<file path="src/rtl/mbist_pkg.sv">
// Shared types and the March C- element table for the memory BIST sequencer.
package mbist_pkg;

    typedef enum logic [1:0] {IDLE, RUN, DRAIN, DONE} state_e;

    // bit 1 = read, bit 0 = background value
    typedef enum logic [1:0] {W0 = 2'b00, W1 = 2'b01, R0 = 2'b10, R1 = 2'b11} op_e;

    typedef enum logic {UP = 1'b0, DOWN = 1'b1} dir_e;

    typedef struct packed {
        dir_e       dir;
        logic [1:0] n_ops;
        op_e        op0;
        op_e        op1;
    } elem_t;

    localparam int         NUM_ELEM  = 6;
    localparam logic [2:0] LAST_ELEM = 3'd5;

    localparam elem_t MARCH_TBL [NUM_ELEM] = '{
        '{UP,   2'd1, W0, W0},
        '{UP,   2'd2, R0, W1},
        '{UP,   2'd2, R1, W0},
        '{DOWN, 2'd2, R0, W1},
        '{DOWN, 2'd2, R1, W0},
        '{UP,   2'd1, R0, R0}
    };

endpackage

</file>
<file path="src/rtl/mbist_march_ctrl_addr_gen.sv">
// Loadable up/down address counter; the counter value is the registered memory address.
module mbist_addr_gen
    import mbist_pkg::*;
#(
    parameter int ADDR_W = 4
) (
    input  logic              clk,
    input  logic              rst,
    input  logic              load,
    input  logic              step,
    input  dir_e              dir,
    output logic [ADDR_W-1:0] addr,
    output logic              last
);

    dir_e dir_q;

    always_ff @(posedge clk) begin
        if (rst) begin
            addr  <= '0;
            dir_q <= UP;
        end else if (load) begin
            addr  <= (dir == UP) ? '0 : '1;
            dir_q <= dir;
        end else if (step) begin
            addr  <= (dir_q == UP) ? addr + 1'b1 : addr - 1'b1;
        end
    end

    assign last = (dir_q == UP) ? (&addr) : ~(|addr);

endmodule

</file>
<file path="src/rtl/mbist_march_ctrl.sv">
// March C- BIST sequencer: issues one memory op per cycle and checks reads
// through a two-stage pipe matched to the 1-cycle SRAM read latency.
module mbist_march_ctrl
    import mbist_pkg::*;
#(
    parameter int ADDR_W = 4,
    parameter int DATA_W = 8
) (
    input  logic              clk,
    input  logic              rst,
    input  logic              start,
    output logic [ADDR_W-1:0] mem_addr,
    output logic [DATA_W-1:0] mem_wdata,
    output logic              mem_we,
    output logic              mem_re,
    input  logic [DATA_W-1:0] mem_rdata,
    output logic              busy,
    output logic              done,
    output logic              fail,
    output logic              fail_valid,
    output logic [ADDR_W-1:0] fail_addr,
    output logic [3:0]        fail_count
);

    state_e     state_q, state_d;
    logic [2:0] elem_q, elem_d;
    logic       opi_q, opi_d;
    logic       ag_load, ag_step, addr_last;
    logic       issue, clr, last_op, last_opi;
    elem_t      cur, nxt;
    op_e        op_d;

    // elem_q/opi_q describe the op currently on the mem_* outputs
    assign cur      = MARCH_TBL[elem_q];
    assign last_opi = ({1'b0, opi_q} == cur.n_ops - 2'd1);
    assign last_op  = (elem_q == LAST_ELEM) && addr_last && last_opi;
    assign nxt      = MARCH_TBL[elem_d];
    assign op_d     = opi_d ? nxt.op1 : nxt.op0;

    always_ff @(posedge clk) begin
        if (rst) begin
            state_q <= IDLE;
            elem_q  <= '0;
            opi_q   <= 1'b0;
        end else begin
            state_q <= state_d;
            elem_q  <= elem_d;
            opi_q   <= opi_d;
        end
    end

    always_comb begin
        state_d = state_q;
        elem_d  = elem_q;
        opi_d   = opi_q;
        ag_load = 1'b0;
        ag_step = 1'b0;
        issue   = 1'b0;
        clr     = 1'b0;
        case (state_q)
            IDLE, DONE: begin
                if (start) begin
                    state_d = RUN;
                    elem_d  = '0;
                    opi_d   = 1'b0;
                    ag_load = 1'b1;
                    issue   = 1'b1;
                    clr     = 1'b1;
                end
            end
            RUN: begin
                if (last_op) begin
                    state_d = DRAIN;
                end else begin
                    issue = 1'b1;
                    if (!last_opi) begin
                        opi_d = 1'b1;
                    end else if (!addr_last) begin
                        opi_d   = 1'b0;
                        ag_step = 1'b1;
                    end else begin
                        elem_d  = elem_q + 3'd1;
                        opi_d   = 1'b0;
                        ag_load = 1'b1;
                    end
                end
            end
            DRAIN:   state_d = DONE;
            default: state_d = IDLE;
        endcase
    end

    mbist_addr_gen #(.ADDR_W(ADDR_W)) u_addr_gen (
        .clk  (clk),
        .rst  (rst),
        .load (ag_load),
        .step (ag_step),
        .dir  (nxt.dir),
        .addr (mem_addr),
        .last (addr_last)
    );

    // stage 0 travels with mem_re, stage 1 lines up with mem_rdata
    logic [1:0]        vld_pipe;
    logic [1:0]        exp_pipe;
    logic [ADDR_W-1:0] chk_addr;
    logic              mismatch;

    assign mismatch = vld_pipe[1] && (mem_rdata != {DATA_W{exp_pipe[1]}});

    always_ff @(posedge clk) begin
        if (rst) begin
            mem_we     <= 1'b0;
            mem_re     <= 1'b0;
            mem_wdata  <= '0;
            busy       <= 1'b0;
            done       <= 1'b0;
            vld_pipe   <= '0;
            exp_pipe   <= '0;
            chk_addr   <= '0;
            fail       <= 1'b0;
            fail_valid <= 1'b0;
            fail_addr  <= '0;
            fail_count <= '0;
        end else begin
            mem_we      <= issue && !op_d[1];
            mem_re      <= issue && op_d[1];
            mem_wdata   <= (issue && !op_d[1]) ? {DATA_W{op_d[0]}} : '0;
            busy        <= (state_d == RUN) || (state_d == DRAIN);
            done        <= (state_d == DONE);
            vld_pipe[0] <= issue && op_d[1];
            exp_pipe[0] <= op_d[0];
            vld_pipe[1] <= vld_pipe[0];
            exp_pipe[1] <= exp_pipe[0];
            chk_addr    <= mem_addr;
            fail_valid  <= mismatch;
            if (clr) begin
                fail       <= 1'b0;
                fail_addr  <= '0;
                fail_count <= '0;
            end else if (mismatch) begin
                fail      <= 1'b1;
                fail_addr <= chk_addr;
                if (fail_count != 4'hF) fail_count <= fail_count + 4'd1;
            end
        end
    end

endmodule

</file>
<file path="config.mk">
export PLATFORM = sky130hd
export DESIGN_NAME = mbist_march_ctrl
export DESIGN_NICKNAME = d
export VERILOG_FILES = /design/src/rtl/mbist_pkg.sv /design/src/rtl/mbist_march_ctrl_addr_gen.sv /design/src/rtl/mbist_march_ctrl.sv
export SDC_FILE = /design/constraint.sdc
export NUM_CORES = 1
export LEC_CHECK = 0
export BUFFER_PORTS_ARGS = -buffer_cell sky130_fd_sc_hd__clkbuf_2
export CORE_UTILIZATION = 50
export DETAILED_ROUTE_END_ITERATION = 8
export HOLD_SLACK_MARGIN = 0.02
export MAX_ROUTING_LAYER = met4
export PLACE_DENSITY = 0.79
export SLEW_MARGIN = 30
export SYNTH_ARGS = -nofsm -noshare
export SYNTH_HDL_FRONTEND = slang
export SYNTH_SLANG_ARGS = --single-unit
export TNS_END_PERCENT = 100
</file>
<file path="constraint.sdc">
create_clock -name clk -period 4.7 [get_ports clk]
set_input_delay 0.235 -clock clk [delete_from_list [all_inputs] [get_ports clk]]
set_output_delay 0.235 -clock clk [all_outputs]
set_load 0.01 [all_outputs]
</file>
== Yosys cells after proc, flatten, opt, wreduce, memory -nomap -nowiden ==
Memory sizes are Yosys's and may differ from the RTL's.
Cells that the tools add are included.

* Output and inout bits: 26
* Memories: 2
* Input port bits: 11
* Bits in registers: 34
* Memory bits (read-only): 112

* Multiplexer cells: 34
* $lt $le $gt $ge: 2
* Equal/unequal tests: 10
* Add/subtract/negate cells: 5
* Bitwise gates (word level): 4
* Reductions and logical operators: 15

{| class="wikitable"
|+ Memory list
! memory !! words !! bits a word !! read ports !! clocked after Yosys merged registers in !! wr ports !! RTL line !! source
|-
| (name not given) || 8 || 7 || 1 || 0 || 0 || mbist_march_ctrl.sv:37 || <nowiki>assign nxt = MARCH_TBL[elem_d];</nowiki>
|-
| (name not given) || 8 || 7 || 1 || 0 || 0 || mbist_march_ctrl.sv:34 || <nowiki>assign cur = MARCH_TBL[elem_q];</nowiki>
|}

{| class="wikitable"
|+ Operators with widths
! cell !! count
|-
| two-way mux 4 bit || 4
|-
| two-way mux 1 bit || 14
|-
| two-way mux 7 bit || 2
|-
| two-way mux 3 bit || 4
|-
| two-way mux 6 bit || 2
|-
| adder 4 x 1 -> 4 bit, second input constant || 2
|-
| equality test 2 bit, second input constant || 4
|-
| >= comparator 4 bit, second input constant || 2
|-
| != test 8 bit || 1
|-
| inverter 3 -> 4 bit || 2
|-
| two-way mux 2 bit || 3
|-
| case mux 1 bit (2 select lines) || 3
|-
| case mux 2 bit (3 select lines) || 1
|-
| case mux 3 bit (2 select lines) || 1
|-
| OR reduction 2 bit || 3
|-
| logical AND 1 bit || 5
|-
| equality test 2 x 1 -> 1 bit, second input constant || 2
|-
| != test 4 bit, second input constant || 1
|-
| AND reduction 4 bit || 1
|-
| OR reduction 4 bit || 1
|-
| subtractor 4 x 1 -> 4 bit, second input constant || 1
|-
| adder 3 x 1 -> 3 bit, second input constant || 1
|-
| equality test 3 bit, second input constant || 1
|-
| equality test 1 x 2 -> 1 bit || 1
|-
| other kinds (7) || 8
|}

== Logic depth before layout (Yosys ltp) ==
Gate-level depths: netlist (run 1).

* Word-level depth: 18
* Depth in mapped cells: 10
* Depth with buffers taken out: 10

== Hierarchy ==
A second synthesis (run 1) with hierarchy kept.

* Cell total of the unflattened synthesis: 204
* Area, all modules: 1888.1 um^2

{| class="wikitable"
|+ By module, submodules not included
! module !! cells each !! seq. area each (um^2) !! times used !! area an instance (um^2)
|-
| mbist_march_ctrl || 164 || 560.5 || 1 || 1541.5
|-
| mbist_addr_gen || 40 || 100.1 || 1 || 346.6
|}

== Worst setup path before layout (run 1) ==
Ideal clock, no wire load.

* Kind: reg2reg
* Start point: register elem_q[0]
* End point: register busy
* Library setup time: 128 ps
* Buffers on the path: 0
* Cell stages (with the launch flop): 10
* Clock period less this slack: 2382 ps
* Setup slack: 2318 ps
* Arrival: 2254 ps
* Path through: dfxtp_1 > inv_1 > ha_1 > mux2i_2 > xnor2_2 > nand3_1 > and3_1 > o32a_1 > ha_1 > nor2b_1

* Word-level cells in the longest chain between the ends: 11
* Elaborated cells between the ends (all ways): 14

{| class="wikitable"
|+ Ends and longest elaborated chain
! item !! RTL line !! source
|-
| start: declaration || mbist_march_ctrl.sv:26 || <nowiki>logic [2:0] elem_q, elem_d;</nowiki>
|-
| start signal: assignment || mbist_march_ctrl.sv:47 || <nowiki>elem_q <= elem_d;</nowiki>
|-
| inverter 3 -> 4 bit (not written as such) || mbist_march_ctrl.sv:34 ||
|-
| memory (8 x 7 bit) || - ||
|-
| two-way mux 6 bit (not written as such) (2 in a row) || mbist_march_ctrl.sv:34 ||
|-
| subtractor 2 x 1 -> 2 bit || mbist_march_ctrl.sv:35 || <nowiki>assign last_opi = ({1'b0, opi_q} == cur.n_ops - 2'd1);</nowiki>
|-
| equality test 1 x 2 -> 1 bit || mbist_march_ctrl.sv:35 ||
|-
| logical AND 1 bit * || mbist_march_ctrl.sv:36 || <nowiki>assign last_op = (elem_q == LAST_ELEM) && addr_last && last_opi;</nowiki>
|-
| two-way mux 2 bit * || mbist_march_ctrl.sv:72 || <nowiki>if (last_op) begin</nowiki>
|-
| case mux 2 bit (3 select lines) * || mbist_march_ctrl.sv:60 || <nowiki>case (state_q)</nowiki>
|-
| net state_d[0] || mbist_march_ctrl.sv:25 || <nowiki>state_e state_q, state_d;</nowiki>
|-
| equality test 2 x 1 -> 1 bit or equality test 2 bit (tied branches) || mbist_march_ctrl.sv:129 || <nowiki>busy <= (state_d == RUN) || (state_d == DRAIN);</nowiki>
|-
| logical OR 1 bit * || mbist_march_ctrl.sv:129 ||
|-
| end signal: assignment || mbist_march_ctrl.sv:129 ||
|-
| end: declaration || mbist_march_ctrl.sv:17 || <nowiki>output logic busy,</nowiki>
|}

The timed path passes the listed nets; every way through them passes the cells marked *. The select of a mux whose other input is x is not followed.
A chain may end at the register's enable or synchronous reset.

== Worst setup path after layout (run 1) ==
Same ends and word-level chain as after synthesis.

==> impl_metrics.yaml, run 1 <==
floorplanning:
  initial_core_util_pct: 53.1
  die-area_um2: 3870
  io_pins: 37
  rows: 21
  coreArea_um2: 3420
  die_h_um: 62.2
  dieWidth_um: 62.2
setup_path:
  cp_slowest_cell: "dfxtp_1"
  criticalPathCategory: "flop to flop"
  crit_top_cell: "ha_1"
  cp-start-kind: "flop"
  crit_chain: "inv_1, ha_1, mux2i_2, xnor2_2, nand3_1, and3_1, o32a_1, ha_1, nor2b_1"
  critPathRequiredTime_ns: 4.89
  crit_fanout: 10
  regToRegSetupSlack_ns: 2.06
  crit_path_max_incr_delay_ns: 0.51
  worst_setup_path_end_kind: "flop"
  cp.arrival_ns: 2.84
yosys:
  synth.avg_cell_area_um2: 9.54
  yosys.area.top_type_share_pct: 36.4
  yosys.area.top_type: "dfxtp_1"
  synth_cell_type_count: 55
  synth_warnings: 0
  netlist_area_um2: 1810
  syn-num-nets: 211
  synth_edf_count: 0
  synth_top_cells_by_area: "dfxtp_1 (36%), ha_1 (6.2%), nor2_1 (4.1%)"
  synth_top_flop_cell: "dfxtp_1"
  synth.yosys.seq_area_share_pct: 36.4
  syn_inst: 190
  ys_ff_latch: 33
  async_reset_ff_share_pct: 0
placed_design:
  port_buffers: 36
  gp_congestion: 0.837
  post-dp-hpwl_um: 2540
timing:
  period_share_pct: 56.3
  fin_skew_ns: 0.00634
  finalHoldViolCount: 0
  hold_ws_ns: 0.246
  fin_crit_ns: 2.64
  fin_setup_tns_ns: 0
  setup_viol: 0
  timing.slew.headroom_pct: 68.4
  tightestPinTransition_ns: 0.472
  fmax_mhz: 378
  rsz0062_at_grt: "false"
  finalMaxSlewViolations: 0
detailed_routing:
  drtAntennaViolNets: 0
  drtIter0Drc: 47
  viasPerCell: 5.46
  wire_per_inst_um: 12.8
  first_pass_iters: 4
  vias: 1464
  drcViolationCount: 0
  routed_wl_um: 3420
final_layout:
  ff_latch_area_um2: 661
  final_cell_mix: "clkbuf_2 (36), dfxtp_1 (33), nor2_1 (20)"
  synthToLayoutAreaGrowth_pct: 11.7
  fillers: 315
  num_antenna_cells: 0
  fin_nets: 242
  drive_gt1_share_pct: 27.5
  layout_commonest_cell: "clkbuf_2"
  multi_input_area_um2: 1040
clock_network:
  clock_path_buffers: 2
  postCtsSetupRepairBufs: 0
  cts_tree: "built"
  cts_sinks: 33
  path_clk_slew_ns: 0.09
  clock_latency_ns: 0.31
  ctsHoldBuffers: 0
  h-tree-depth: 2
  cts_made_buffers: 5
  cts_resized: 0
  clockRootBuffer: "clkbuf_4"
hold_path:
  worstHoldPathType: "input pin to flop"
global_routing:
  grt_usage_pct: 19.8
  antenna_found_initial: 0
  grt_max_degree: 21
  grt_pass1_wl_um: 5940
  grt.overflow.total: 0
  grt_pass1_vias: 1330
power_and_ir_drop:
  powerDensity_nw_per_um2: 268
  leakage_nw: 0.859
  ir_worst_vdd_mv: 0.300
job:
  max-cap-violations: 0
outcome:
  outcome: "finished clean"
kinds of logic after synthesis:
kind of cell	count (synthesis)	share of synthesized area, %
simple gates	74	23.1
compound gates	36	17.0
flops	33	36.4
buf+inv	21	6.28
mux	10	6.49
fa+ha+maj	10	7.32
xor+xnor	6	3.31
cell type report:
class,count,share of cell area (%)
flip-flops and latches,33,32.6
repair buffers,36,8.89
multi-input cells,136,51.3
clock buffers,5,1.85
well taps,46,2.84
clock inverters,3,0.865
inverters,9,1.67
cell usage after synthesis, drive strengths merged, types with 2 or more instances:
master	count
inv	9
a311oi	3
a31oi	5
nor2b	5
ha	9
and2	5
nor2	20
nand3	8
a32o	2
xor2	3
nor3	4
nand2b	4
a21o	3
or3	3
and4b	3
a221oi	2
dfxtp	33
and3	3
o211ai	2
buf	10
o32a	2
nand2	9
o21ba	2
xnor2	3
a21oi	8
mux2i	9
clkbuf	2
nor4	2
per-stage QoR:
| stage | instance area [um^2] | utilization, % | power [W] | cells | setup WS [ns] |
|---|---|---|---|---|---|
| 2_1_floorplan | 1810 | - | 0.000375 | 190 | 2.32 |
| 3_3_place_gp | 1970 | 57.7 | 0.000399 | 260 | 2.19 |
| 3_5_place_dp | 1970 | 57.7 | 0.000401 | 260 | 2.08 |
| 4_1_cts | 2030 | 59.3 | 0.000551 | 268 | 2.07 |
| 5_1_grt | 2030 | 59.3 | 0.000579 | 268 | 1.89 |
| 6_report | 2030 | 59.3 | 0.000543 | 268 | 2.06 |
critical path, delay by kind of cell, from the launching register on:
kind,cells,cell delay [ns]
and+or+nand+nor,3,0.60
DFF,1,0.51
adders and majority gates,2,0.48
AOI/OAI and AO/OA,1,0.31
muxes,1,0.29
xor gates and xnor gates,1,0.26
buffers and inverters,1,0.08
sequential cells by signal, indices dropped and copies added, names as in the netlist:
| name | flops |
|---|---|
| fail | 1 |
| fail_count | 4 |
| state_q | 2 |
| fail_valid | 1 |
| fail_addr | 4 |
| mem_we | 1 |
| vld_pipe | 2 |
| elem_q | 3 |
| mem_wdata | 1 |
| exp_pipe | 2 |
| busy | 1 |
| u_addr_gen.addr | 4 |
| u_addr_gen.dir_q | 1 |
| done | 1 |
| opi_q | 1 |
| chk_addr | 4 |
per-layer routing:
layer / wire (um) / vias up / track usage (%) / part of all wire (%)
li1: - / 743 / - / -
met1: 1590 / 675 / 24.0 / 46
met2: 1630 / 42 / 33.0 / 48
met3: 153 / 4 / 4.41 / 4.5
met4: 46 / 0 / 5.52 / 1.3
met5: 0 / - / - / 0
worst paths after layout:
path / from / endpoint / cells after the start
worst max-delay path: elem_q[0] / busy / 9
worst max register to register: elem_q[0] / busy / 9
worst min-delay path: start / state_q[1] / 3
worst min register to register: exp_pipe[0] / exp_pipe[1] / 1
where the power goes:
| group | switching [W] | internal (W) |
|---|---|---|
| Clock | 0.0000918 | 0.0000564 |
| Sequential | 0.00000865 | 0.000289 |
| Combinational | 0.0000567 | 0.0000413 |
| Total | 0.000157 | 0.000386 |
(Power assumes the default switching activity.)
==> inputs of run 2 (changes only) <==
==> constraint.sdc (replaced) <==
create_clock -name clk -period 2.55 [get_ports clk]
set_input_delay 0.1275 -clock clk [delete_from_list [all_inputs] [get_ports clk]]
set_output_delay 0.1275 -clock clk [all_outputs]
set_load 0.01 [all_outputs]
==> run 2 against run 1 <==
  * Clock power rose to 2.8 times the previous value
  * Power rose by 110%
  * Register-to-register slack lost 1.9 ns
  * Global-route usage rose by 1.7 points
  * Combinational power increased by 95%
  * Routed wire length rose by 6.6%
  * Maximum frequency is 11% higher
  * First-iteration DRC count is the same
  * Critical endpoint unchanged
  * Largest power group unchanged
==> impl_metrics.yaml, run 2 (synthesis gave the netlist of run 1 again) <==
outcome:
  outcome: "finished clean"
final_layout:
  multi_input_area_um2: 1040
  final_cell_mix: "clkbuf_2 (36), dfxtp_1 (33), nor2_1 (20)"
  drive_gt1_share_pct: 29.4
  ff_latch_area_um2: 661
  fin_nets: 248
  synthToLayoutAreaGrowth_pct: 16.0
  num_antenna_cells: 0
  layout_commonest_cell: "clkbuf_2"
  fillers: 294
timing:
  finalMaxSlewViolations: 0
  tightestPinTransition_ns: 0.482
  finalHoldViolCount: 0
  fin_setup_tns_ns: 0
  fmax_mhz: 419
  fin_crit_ns: 2.39
  fin_skew_ns: 0.0158
  postLayoutSetupSlackWorst_ns: 0.161
  timing.slew.headroom_pct: 67.7
  setup_viol: 0
  period_share_pct: 93.7
  rsz0062_at_grt: "false"
clock_network:
  cts_sinks: 33
  postCtsSetupRepairBufs: 0
  h-tree-depth: 2
  cts_tree: "built"
  path_clk_slew_ns: 0.11
  ctsHoldBuffers: 0
  clockRootBuffer: "clkbuf_4"
  cts_made_buffers: 5
  clock_latency_ns: 0.34
  cts_resized: 0
  clock_path_buffers: 2
placed_design:
  place_ws_ns: 0.197
  gp_congestion: 0.856
  port_buffers: 36
  post-dp-hpwl_um: 2720
floorplanning:
  initial_core_util_pct: 53.1
  rows: 21
  die_h_um: 62.2
  dieWidth_um: 62.2
  die-area_um2: 3870
  io_pins: 37
  coreArea_um2: 3420
power_and_ir_drop:
  power_frac_comb_pct: 16.7
  pwr-share-clk_pct: 35.7
  p_sw_share_pct: 26.1
  ir_worst_vdd_mv: 0.398
  powerDensity_nw_per_um2: 544
  leakage_nw: 0.903
  p_switching_w: 0.000298
  p_seq_share_pct: 47.7
  p_int_w: 0.000846
setup_path:
  worstPathBufferInverterCount: 1
  cp-start-kind: "flop"
  rr_worst_depth: 9
  path_delay_family: "simple AND/OR/NAND/NOR gates"
  crit_chain: "inv_1, ha_1, mux2i_2, xnor2_2, nand3_1, and3_1, o32a_1, ha_1, nor2b_1"
  crit_fanout: 10
  worst_setup_path_end_kind: "flop"
  cp.depth: 9
  cp.arrival_ns: 2.60
  criticalPathCategory: "flop to flop"
  crit_path_max_incr_delay_ns: 0.40
  crit_top_cell: "ha_1"
  cp_slowest_cell: "dfxtp_1"
  critPathRequiredTime_ns: 2.76
job:
  max-cap-violations: 0
detailed_routing:
  top_layer: "met4"
  route.met2.wl_um: 1810
  drtAntennaViolNets: 0
  first_pass_iters: 4
  drtIter0Drc: 47
  drt-met1-wl_um: 1620
  routed_wl_um: 3650
  wl_met3_um: 173
  vias: 1521
  drcViolationCount: 0
  viasPerCell: 5.55
  wire_per_inst_um: 13.3
global_routing:
  grt_max_degree: 21
  grt.overflow.total: 0
  grt_pass1_wl_um: 6340
  grt_pass1_vias: 1413
  grt_usage_pct: 21.5
  antenna_found_initial: 0
hold_path:
  whs_path_depth: 3
  worstHoldPathType: "input pin to flop"
[run 2: worst paths after layout]
check / start / endpoint / slack (ns)
hold reg to reg: exp_pipe[0] / exp_pipe[1] / 0.44
setup / recovery: elem_q[1] / busy / 0.16
setup reg to reg: elem_q[1] / busy / 0.16
hold / removal: start / state_q[1] / 0.12
[run 2: tightest hold or removal path: cells and delay by family]
| family | cells | cell delay [ns] |
|---|---|---|
| AO/OA/AOI/OAI | 1 | 0.07 |
| AND/OR/NAND/NOR | 1 | 0.12 |
| buffers and inverters | 1 | 0.09 |
[run 2: power groups by stage]
| stage | registers [W] | clock network [W] | logic, W |
|---|---|---|---|
| after floorplan | 0.000560 | 0 | 0.000132 |
| after global placement | 0.000557 | 0 | 0.000185 |
| after detailed placement | 0.000557 | 0 | 0.000188 |
| after CTS | 0.000546 | 0.000415 | 0.000189 |
| after global routing | 0.000549 | 0.000445 | 0.000211 |
| final | 0.000546 | 0.000408 | 0.000191 |
[run 2: per-stage QoR]
| step | util [%] | instance area [um^2] | instances | hold WS (ns) | total power (W) |
|---|---|---|---|---|---|
| after floorplan | - | 1810 | 190 | 0.343 | 0.000692 |
| after global placement | 59.0 | 2020 | 266 | 0.417 | 0.000741 |
| after detailed placement | 59.0 | 2020 | 266 | 0.424 | 0.000745 |
| after CTS | 61.5 | 2100 | 274 | 0.118 | 0.00115 |
| after global routing | 61.6 | 2100 | 274 | 0.127 | 0.00120 |
| final | 61.6 | 2100 | 274 | 0.123 | 0.00114 |
[run 2: final cells by class]
| cell class | count | area share [%] |
|---|---|---|
| clock buffer | 7 | 2.62 |
| sequential | 33 | 31.4 |
| clock inverter | 1 | 1.43 |
| timing repair buffer | 42 | 10.7 |
| inverter | 9 | 1.61 |
| tap | 46 | 2.74 |
| multi-input combinational | 136 | 49.5 |
[run 2: routing by layer]
layer	GRT usage, %	vias up
li1	-	760
met1	25.2	716
met2	36.0	41
met3	5.15	4
met4	6.98	0
met5	-	-
